File: src/rtl/hdq_poll_sequencer.sv
// hdq_poll_sequencer: sweeps a table of 16-bit gauge registers through hdq_interface, one HDQ byte read
// per transaction, with timeout/retry, and hands each assembled word out on a valid/ready port.
module hdq_poll_sequencer #(
    parameter int         NUM_WORDS      = 4,
    parameter logic [7:0] ADDR0          = 8'h06,
    parameter logic [7:0] ADDR1          = 8'h08,
    parameter logic [7:0] ADDR2          = 8'h0A,
    parameter logic [7:0] ADDR3          = 8'h0C,
    parameter int         RST_HOLD_CYC   = 400,
    parameter int         START_HOLD_CYC = 400,
    parameter int         TIMEOUT_CYC    = 2_000_000,
    parameter int         MAX_RETRY      = 2
) (
    input  logic        clk,
    input  logic        rst_n,
    input  logic        enable,
    output logic        hdq_rst,
    output logic        hdq_start,
    output logic [7:0]  hdq_addr,
    input  logic        hdq_done,
    input  logic [7:0]  hdq_data,
    output logic        word_valid,
    input  logic        word_ready,
    output logic [1:0]  word_idx,
    output logic [15:0] word_data,
    output logic        word_err,
    output logic        busy,
    output logic [7:0]  err_cnt
);
    typedef enum logic [2:0] {S_IDLE, S_RST, S_ARM, S_START, S_WAIT, S_CAPTURE, S_OUT} state_t;

    localparam logic [23:0] RST_LD   = 24'(RST_HOLD_CYC - 1);
    localparam logic [23:0] START_LD = 24'(START_HOLD_CYC - 1);
    localparam logic [23:0] WAIT_LD  = 24'(TIMEOUT_CYC - START_HOLD_CYC - 1);
    localparam logic [1:0]  LAST     = 2'(NUM_WORDS - 1);
    localparam logic [3:0]  RMAX     = 4'(MAX_RETRY);

    state_t      state_q, state_d;
    logic [23:0] tmr_q, tmr_d;
    logic [1:0]  idx_q, idx_d;
    logic        bsel_q, bsel_d;
    logic [3:0]  retry_q, retry_d;
    logic [7:0]  lsb_q, lsb_d, msb_q, msb_d, ecnt_q, ecnt_d;
    logic        werr_q, werr_d, skip_q, skip_d;
    logic [7:0]  addr_base, cap_byte;

    assign addr_base  = idx_q == 2'd0 ? ADDR0 : idx_q == 2'd1 ? ADDR1 : idx_q == 2'd2 ? ADDR2 : ADDR3;
    assign hdq_addr   = state_q == S_IDLE ? 8'h00 : addr_base + {7'b0, bsel_q};
    assign hdq_rst    = state_q == S_IDLE || state_q == S_RST || state_q == S_OUT;
    assign hdq_start  = state_q == S_START;
    assign word_valid = state_q == S_OUT;
    assign busy       = state_q != S_IDLE;
    assign word_idx   = idx_q;
    assign word_err   = werr_q;
    assign word_data  = werr_q ? 16'hFFFF : {msb_q, lsb_q};
    assign err_cnt    = ecnt_q;
    // an exhausted byte is captured as 0xFF without looking at the interface
    assign cap_byte   = skip_q ? 8'hFF : hdq_data;

    always_comb begin
        state_d = state_q;
        tmr_d   = tmr_q == 24'd0 ? 24'd0 : tmr_q - 24'd1;
        idx_d   = idx_q;
        bsel_d  = bsel_q;
        retry_d = retry_q;
        lsb_d   = lsb_q;
        msb_d   = msb_q;
        ecnt_d  = ecnt_q;
        werr_d  = werr_q;
        skip_d  = skip_q;
        case (state_q)
            S_IDLE: if (enable) begin
                state_d = S_RST;
                tmr_d   = RST_LD;
                idx_d   = 2'd0;
                bsel_d  = 1'b0;
                retry_d = 4'd0;
                werr_d  = 1'b0;
            end
            S_RST: if (tmr_q == 24'd0) state_d = S_ARM;
            S_ARM: if (!hdq_done) begin
                state_d = S_START;
                tmr_d   = START_LD;
            end
            S_START: if (tmr_q == 24'd0) begin
                state_d = S_WAIT;
                tmr_d   = WAIT_LD;
            end
            S_WAIT: if (hdq_done) begin
                state_d = S_CAPTURE;
                skip_d  = 1'b0;
            end else if (tmr_q == 24'd0) begin
                ecnt_d = ecnt_q == 8'hFF ? 8'hFF : ecnt_q + 8'd1;
                if (retry_q < RMAX) begin
                    retry_d = retry_q + 4'd1;
                    state_d = S_RST;
                    tmr_d   = RST_LD;
                end else begin
                    werr_d  = 1'b1;
                    skip_d  = 1'b1;
                    state_d = S_CAPTURE;
                end
            end
            S_CAPTURE: begin
                lsb_d   = bsel_q ? lsb_q : cap_byte;
                msb_d   = bsel_q ? cap_byte : msb_q;
                retry_d = 4'd0;
                skip_d  = 1'b0;
                bsel_d  = 1'b1;
                state_d = bsel_q ? S_OUT : S_RST;
                tmr_d   = RST_LD;
            end
            S_OUT: if (word_ready) begin
                werr_d = 1'b0;
                if (idx_q == LAST || !enable) begin
                    state_d = S_IDLE;
                end else begin
                    idx_d   = idx_q + 2'd1;
                    bsel_d  = 1'b0;
                    state_d = S_RST;
                    tmr_d   = RST_LD;
                end
            end
            default: state_d = S_IDLE;
        endcase
    end

    always_ff @(posedge clk or negedge rst_n) begin
        if (!rst_n) begin
            state_q <= S_IDLE;
            tmr_q   <= 24'd0;
            idx_q   <= 2'd0;
            bsel_q  <= 1'b0;
            retry_q <= 4'd0;
            lsb_q   <= 8'd0;
            msb_q   <= 8'd0;
            ecnt_q  <= 8'd0;
            werr_q  <= 1'b0;
            skip_q  <= 1'b0;
        end else begin
            state_q <= state_d;
            tmr_q   <= tmr_d;
            idx_q   <= idx_d;
            bsel_q  <= bsel_d;
            retry_q <= retry_d;
            lsb_q   <= lsb_d;
            msb_q   <= msb_d;
            ecnt_q  <= ecnt_d;
            werr_q  <= werr_d;
            skip_q  <= skip_d;
        end
    end
endmodule

File: config.mk
export PLATFORM = sky130hd
export DESIGN_NAME = hdq_poll_sequencer
export DESIGN_NICKNAME = d
export VERILOG_FILES = /design/src/rtl/hdq_poll_sequencer.sv
export SDC_FILE = /design/constraint.sdc
export NUM_CORES = 1
export LEC_CHECK = 0
export ABC_AREA = 1
export CAP_MARGIN = 10
export CORE_MARGIN = 2
export CORE_UTILIZATION = 55
export DETAILED_ROUTE_END_ITERATION = 8
export PLACE_DENSITY = 0.79
export SLEW_MARGIN = 20
export SYNTH_ARGS = -nofsm -noshare
export SYNTH_HDL_FRONTEND = slang
export SYNTH_SLANG_ARGS = --single-unit
File: constraint.sdc
create_clock -name clk -period 2 [get_ports clk]
set_clock_uncertainty 0.1 [all_clocks]
set_input_delay 0.3 -clock clk [delete_from_list [all_inputs] [get_ports clk]]
set_output_delay 0.3 -clock clk [all_outputs]
set_load 0.1 [all_outputs]
After elaboration in Yosys (flattened, before gate mapping)
Cells that the tools add are included.

word-level totals
  flip-flop bits (word level) = 60
  input bits = 13
  output and inout bits = 39
  logic and storage cells = 110

operators by class
  add/subtract/negate cells = 5
  order comparisons = 1
  eq/ne operators = 22
  mux-type cells = 48
  bitwise operators = 2
  reductions and logical operators = 22

operators by type and width
  kind                                                                      number
  24-bit 2-to-1 mux                                                         9
  24-bit case mux with 6 select lines                                       1
  3-bit 2-to-1 mux                                                          11
  24-bit zero test                                                          1
  24-bit by 1-bit subtractor with 24-bit output (second input constant)     1
  3-bit case mux with 7 select lines                                        1
  4-bit 2-to-1 mux                                                          5
  16-bit 2-to-1 mux                                                         1
  8-bit 2-to-1 mux                                                          2
  2-bit inequality test (second input constant)                             7
  4-bit case mux with 3 select lines                                        1
  6-bit AND reduction                                                       2
  3-bit nonzero test                                                        4
  3-bit equality test (second input constant)                               3
  1-bit 2-to-1 mux                                                          9
  8-bit by 1-bit adder with 8-bit output (second input constant)            1
  8-bit equality test (second input constant)                               1
  4-bit AND reduction                                                       2
  3-bit by 2-bit equality test with 1-bit output (second input constant)    2
  2-bit 2-to-1 mux                                                          3
  2-bit by 1-bit inequality test with 1-bit output (second input constant)  3
  3-bit inequality test (second input constant)                             2
  1-bit case mux with 3 select lines                                        2
  3-bit AND reduction                                                       2
  18 further kinds                                                          24

Logic depth before layout (Yosys ltp)
Gate-level depths: netlist (run 1).

  depth in word-level cells = 6
  gate-level depth with buffers = 11
  gate-level depth less buffers = 11

Worst setup path before layout (run 1)
Ideal clock, no wire load.

  path kind = register to output
  start point = reg idx_q[0], in the netlist word_idx[0]
  end point = out hdq_addr[2]
  arrival = 2.745 ns
  data required time = 1.600 ns
  path slack = -1.145 ns
  cell stages (with the launch flop) = 4
  buffers on the path = 0
  cell sequence = dfrtp_1 inv_1 ha_1 nor2_1

on the way
  longest elaborated chain between the ends = 6
  elaborated cells between the ends (all ways) = 8
  those cells by class = add/sub (1); eq/ne (2); mux (4); reduce/logical (1)

ends and longest elaborated chain
  what                                      RTL line  text
  from (decl)                               40        logic [1:0] idx_q, idx_d;
  from (signal assigned)                    143       idx_q <= idx_d;
  2-bit equality test                       47        assign addr_base = idx_q == 2'd0 ? ADDR0 : idx_q == 2'd1 ? ADDR1 : idx_q == 2'd2 ? ADDR2 : ADDR3;
  3-bit 2-to-1 mux (2 in series)            47
  4-bit 2-to-1 mux *                        47
  4-bit by 1-bit adder with 5-bit output *  48        assign hdq_addr = state_q == S_IDLE ? 8'h00 : addr_base + {7'b0, bsel_q};
  5-bit 2-to-1 mux *                        48
  to (decl)                                 19        output logic [7:0] hdq_addr,

Mark *: on every way between the ends. The rest lies on a longest branch, timed or not.

Worst setup path in the final report (run 1)
  start point = reg state_q[2]
  end point = out hdq_rst

on the way
  longest elaborated chain between the ends = 3
  elaborated cells between the ends (all ways) = 5
  those cells by class = eq/ne (2); reduce/logical (3)

ends and longest elaborated chain
  what                                                                               RTL line  text
  from (decl)                                                                        38        state_t state_q, state_d;
  from (signal assigned)                                                             141       state_q <= state_d;
  3-bit by 1-bit equality test with 1-bit output or 3-bit zero test (tied branches)  49        assign hdq_rst = state_q == S_IDLE || state_q == S_RST || state_q == S_OUT;
  1-bit logical OR                                                                   49
  1-bit logical OR *                                                                 49
  to (decl)                                                                          17        output logic hdq_rst,

Marked as above.

==> impl_results.md, run 1 <==
- Dpl ws: 0.142 ns
- Fin util: 0.748
- Max Cap Violations: 0
- Synth Warn #: 0
- Final Hold Fails: 0
- Yosys reg bits: 60
- RSZ-0062 raised after global routing: false
- Synth area leader: dfrtp_1
- Worst-Skew Late Latency: 0.35 ns
- GR Overflow Total: 0
- Placed Cells: 591
- Post-route worst setup slack: 0.0478 ns
- Pin count of the biggest net entering global routing: 45
- Flop pwr share: 0.499
- CTS Sinks: 60
- Die height: 84.8 um
- Post-Layout Cell Count: 613
- CTS tree: done
- WL/cell: 13.6 um
- Post-Syn Area: 3590 um2
- Post-synth top area share: 0.418
- Startpoint Class: flop
- Comb power frac: 0.041
- Int Pwr: 1.85 mW
- Mean Syn Cell Area: 7.68 um2
- Worst EP required: 1.60 ns
- Area contributors post-synth: dfrtp_1 42%, nand2_1 9.8%, nor2_1 6.9%
- Area of the die: 7190 um2
- Total GRT Usage: 0.252
- Die W: 84.8 um
- Hold slack: 0.321 ns
- Switch Pwr: 580 uW
- H-tree Lvls: 3
- DR iter-0 viols: 147
- Final TNS setup: 0 ns
- Tmin final: 1.95 ns
- Core Footprint: 6310 um2
- Max Slew Vio Count: 0
- Antenna Cells: 0
- Crit Path Class: flop to primary output
- Residual DRC: 0
- Max IR drop VDD: 0.403 mV
- Total wire length: 8310 um
- First-pass GRT wire length: 14400 um
- Synthesis-to-finish area growth: 31.6%
- Power Total: 2.43 mW
- RePlAce Congestion: 0.889
- Arr. time, crit path: 1.55 ns
- Finished Cell Area: 4720 um2
- Initial Util: 0.568
- Vias per cell: 5.13
- Fin nets: 551
- Status: finished clean
- Clock transition at path regs: 0.07 ns
- Initial antenna violation count: 0
- Total CTS buffers: 9
- Row count: 29
- Clock network fraction of design power: 0.460
- Sw frac: 0.239
- Port Buf Inserts: 47
- Synthesized instance count: 467
- Synth cell types: 41
- Fin crit share: 0.976
- Most frequent cells in the layout: 82 x nand2_1, 62 x nor2_1, 56 x inv_1
- Routed Antenna Nets: 0
- Leak: 2.35 nW
- Sequential fraction of the synthesis area: 0.418
- Post-DP Area: 4470 um2
- Commonest non-fill, non-tap cell in the layout: nand2_1
- IO Pins: 52
- Worst Hold Class: primary input to async pin
- CP Capture Type: primary output
- PD cells: 515 nW/um2
- Setup violators final: 0
- Fmax: 512 MHz
- Number of global-route vias before repair: 3154
- Vias: 3147
- Largest driver fanout on the critical path: 8
- 1st-pass router iterations: 4
- Half-perimeter wire length after placement: 6230 um
- Clock root buffer: clkbuf_8
- Fraction of layout cells with a size suffix above 1: 0.269
- Clk buf depth: 2
-- layout make-up --
type | count | area [um2]
multi-input combinational | 336 | 1860
timing repair buffer | 60 | 803
inverter | 64 | 246
clock inverter | 6 | 63.8
fill | 485 | 1590
clock buffer | 10 | 138
sequential | 60 | 1520
tap | 77 | 96.3
-- sequential cells by signal, summed over array words and instances, names as in the netlist --
| register | count |
|---|---|
| skip_q | 1 |
| word_idx | 2 |
| state_q | 3 |
| tmr_q | 24 |
| bsel_q | 1 |
| err_cnt | 8 |
| retry_q | 4 |
| word_err | 1 |
| msb_q | 8 |
| lsb_q | 8 |
-- power groups by stage --
stage,Combinational [mW],Clock [mW],Sequential (mW)
6_report,0.0993,1.12,1.21
5_1_grt,0.108,1.19,1.21
4_1_cts,0.101,1.13,1.21
3_5_place_dp,0.0994,0,1.24
3_3_place_gp,0.0995,0,1.24
2_1_floorplan,0.0484,0,1.24
-- worst max-delay path, cell delays in order, from the launching register on --
cell and delay (ns):
dfrtp_2 0.49, inv_2 0.12, nor2_4 0.05, inv_2 0.07, nand2_2 0.05, or2_4 0.25
buf_12 0.17
-- path summary, 6_finish.rpt --
check	depth (start not counted)	startpoint	end	slack, ns
max	6	state_q[2]$_DFFE_PN0P_	hdq_rst	0.05
min in group clk	2	retry_q[3]$_DFFE_PN0P_	retry_q[3]$_DFFE_PN0P_	0.41
min	2	rst_n	tmr_q[12]$_DFF_PN0_	0.32
max in group asynchronous	3	rst_n	word_err$_DFFE_PN0P_	0.89
max reg2reg	11	tmr_q[0]$_DFF_PN0_	state_q[2]$_DFFE_PN0P_	0.18
min reg2reg	2	retry_q[3]$_DFFE_PN0P_	retry_q[3]$_DFFE_PN0P_	0.41
-- cells in the mapped netlist, drive strengths merged --
cell type	count
a21boi	1
a21oi	9
a31oi	2
and2	1
buf	9
clkbuf	1
clkinv	2
conb	1
dfrtp	60
ha	7
inv	62
nand2	105
nand3	31
nand4	4
nor2	81
nor3	6
nor3b	1
nor4	1
o211ai	1
o21ai	49
o221ai	1
or2	12
xnor2	3
xor2	17
-- logic make-up (layout without fill, tap and decap cells) --
group	count (synthesis)	count (layout)	synth area share
simple gates	242	242	0.322
buf+inv	74	140	0.0882
compound gates	63	63	0.0973
flops	60	60	0.418
xor+xnor	20	20	0.0488
fa+ha+maj	7	7	0.0244
other cells	1	4	0.00105
-- per-layer routing --
layer	wire length [um]	track usage	share of wire	vias to the layer above
met5	0	0	0	-
met4	162	0.108	0.019	0
met3	328	0.0423	0.039	14
met2	4060	0.418	0.49	82
met1	3760	0.326	0.45	1467
li1	-	-	-	1584
-- timing repair --
action | in CTS | in global routing
pin swaps | 1 | 1
buffers inserted | 1 | 4
gates resized for setup | 3 | 1
endpoints found under the setup margin | 2 | 3
hold endpoints to repair | 16 | 0
hold buffers | 1 | 0
(Power assumes the default switching activity.)
==> run 2: changes to the inputs <==
- SLEW_MARGIN: 20 -> 10
==> results of run 2 <==
No change in the layout: final DEF, timing and power equal those of run 1.
==> run 3: changes to the inputs <==
- CTS_CLUSTER_DIAMETER: not set -> 150
- MAX_ROUTING_LAYER: not set -> met4
- PLACE_DENSITY: 0.79 -> not set
- PLACE_DENSITY_LB_ADDON: not set -> 0.12
==> run 3 against run 2 <==
  * Routed wire length rose by 2.3%
  * First-iteration DRC count increased by 14%
  * Final area increased by 1.1%
  * Clock-buffer cell count rose by 1
  * Critical path type unchanged
==> impl_results.md, run 3 (synthesis gave the netlist of run 1 again) <==
- Pin count of the biggest net entering global routing: 23
- Max FFs per register: 24
- Max Slew Vio Count: 0
- Routed Antenna Nets: 0
- Die W: 84.8 um
- Total wire length: 8500 um
- Vias per cell: 5.29
- Status: finished clean
- Worst R2R Start: tmr_q[0]$_DFF_PN0_
- Tmin final: 1.93 ns
- Max Cap Violations: 0
- GR Overflow Total: 0
- Post-DP Area: 4470 um2
- Placed Cells: 592
- Fin nets: 552
- Total CTS buffers: 9
- Row count: 29
- Antenna Cells: 0
- Largest driver fanout on the critical path: 8
- Clock root buffer: clkbuf_8
- Post-Layout Cell Count: 614
- Max IR drop VDD: 0.470 mV
- Most frequent cells in the layout: 82 x nand2_1, 62 x nor2_1, 57 x inv_1
- Worst-Skew Late Latency: 0.34 ns
- First-pass GRT wire length: 14600 um
- PD cells: 547 nW/um2
- Commonest non-fill, non-tap cell in the layout: nand2_1
- Arr. time, crit path: 1.53 ns
- 1st-pass router iterations: 6
- Half-perimeter wire length after placement: 6190 um
- Number of global-route vias before repair: 3207
- Internal reg-to-reg setup slack: 0.15 ns
- Leak: 2.38 nW
- Port Buf Inserts: 47
- Initial antenna violation count: 0
- Vias: 3247
- FF/Latch Area: 1520 um2
- Fmax: 518 MHz
- RePlAce Congestion: 1.01
- Setup violators final: 0
- Crit Path Class: flop to primary output
- CTS Sinks: 60
- Finished Cell Area: 4770 um2
- Worst r2r path cells: 9
- Residual DRC: 0
- FF-to-FF End: retry_q[1]$_DFFE_PN0P_
- Die height: 84.8 um
- Clock transition at path regs: 0.07 ns
- Fraction of layout cells with a size suffix above 1: 0.264
- # fillers: 467
- Fin util: 0.756
- Total GRT Usage: 0.257
- Startpoint Class: flop
- IO Pins: 52
- Core Footprint: 6310 um2
- Final TNS setup: 0 ns
- DR iter-0 viols: 167
- Fin crit share: 0.965
- Multi-input combinational cell area: 1860 um2
- Initial Util: 0.568
- CTS tree: done
- Biggest register: tmr_q
- Worst EP required: 1.60 ns
- Synthesis-to-finish area growth: 33.1%
- H-tree Lvls: 3
- Worst Hold Class: primary input to async pin
- RSZ-0062 raised after global routing: false
- Clk buf depth: 2
- Final Hold Fails: 0
- WL/cell: 13.8 um
- Area of the die: 7190 um2
- CP Capture Type: primary output
[run 3: power breakdown]
| group | total (mW) | switching [mW] | internal [mW] |
|---|---|---|---|
| registers | 1.21 | 0 | 1.21 |
| clock network | 1.30 | 0.471 | 0.825 |
| logic | 0.101 | 0.0683 | 0.0324 |
[run 3: through the flow]
stage / setup slack (ns) / hold slack [ns] / power [mW]
finish: 0.0695 / 0.357 / 2.61
global placement: 0.188 / 0.195 / 1.34
detailed placement: 0.127 / 0.191 / 1.34
CTS: 0.0482 / 0.380 / 2.62
floorplan: -0.0986 / -0.0956 / 1.28
global route: 0.00730 / 0.409 / 2.69
[run 3: how the worst max path moves through the flow]
stage / slack, ns / depth (start not counted) / from / end
3_3_place_gp: 0.19 / 8 / enable / tmr_q[10]$_DFF_PN0_
3_5_place_dp: 0.13 / 8 / enable / tmr_q[17]$_DFF_PN0_
4_1_cts: 0.05 / 7 / state_q[0]$_DFFE_PN0P_ / hdq_rst
2_1_floorplan: -0.1 / 3 / word_idx[0]$_DFFE_PN0P_ / hdq_addr[2]
6_report: 0.07 / 6 / state_q[1]$_DFFE_PN0P_ / hdq_rst
5_1_grt: 0.007 / 11 / tmr_q[0]$_DFF_PN0_ / state_q[1]$_DFFE_PN0P_
[run 3: area by class of cell]
type | instances | share of cell area
Multi-Input combinational cell | 336 | 0.389
Clock buffer | 11 | 0.0275
Inverter | 64 | 0.0521
Sequential cell | 60 | 0.317
Tap cell | 77 | 0.0202
Timing Repair Buffer | 61 | 0.172
Clock inverter | 5 | 0.0210
[run 3: critical path, cell delays in order, from the launching register on]
cell and delay, ns:
dfrtp_2 0.48, nand2_2 0.11, nor2_4 0.04, inv_2 0.07, nand2_2 0.06, or2_4 0.26, buf_12 0.16
[run 3: per-layer routing]
layer | wire length (um) | vias up | GRT usage
met5 | 0 | - | -
met4 | 104 | 0 | 0.0794
met3 | 467 | 18 | 0.0393
met2 | 4150 | 112 | 0.412
met1 | 3780 | 1525 | 0.338
li1 | - | 1592 | -
[run 3: repair_timing]
item | in CTS | in global routing
endpoints found under the setup margin | 2 | 4
cloned | 0 | 0
setup buffers | 3 | 2
hold buffers | 1 | 0
hold endpoints to repair | 20 | 0
gates resized for setup | 2 | 2
pin swaps | 1 | 1
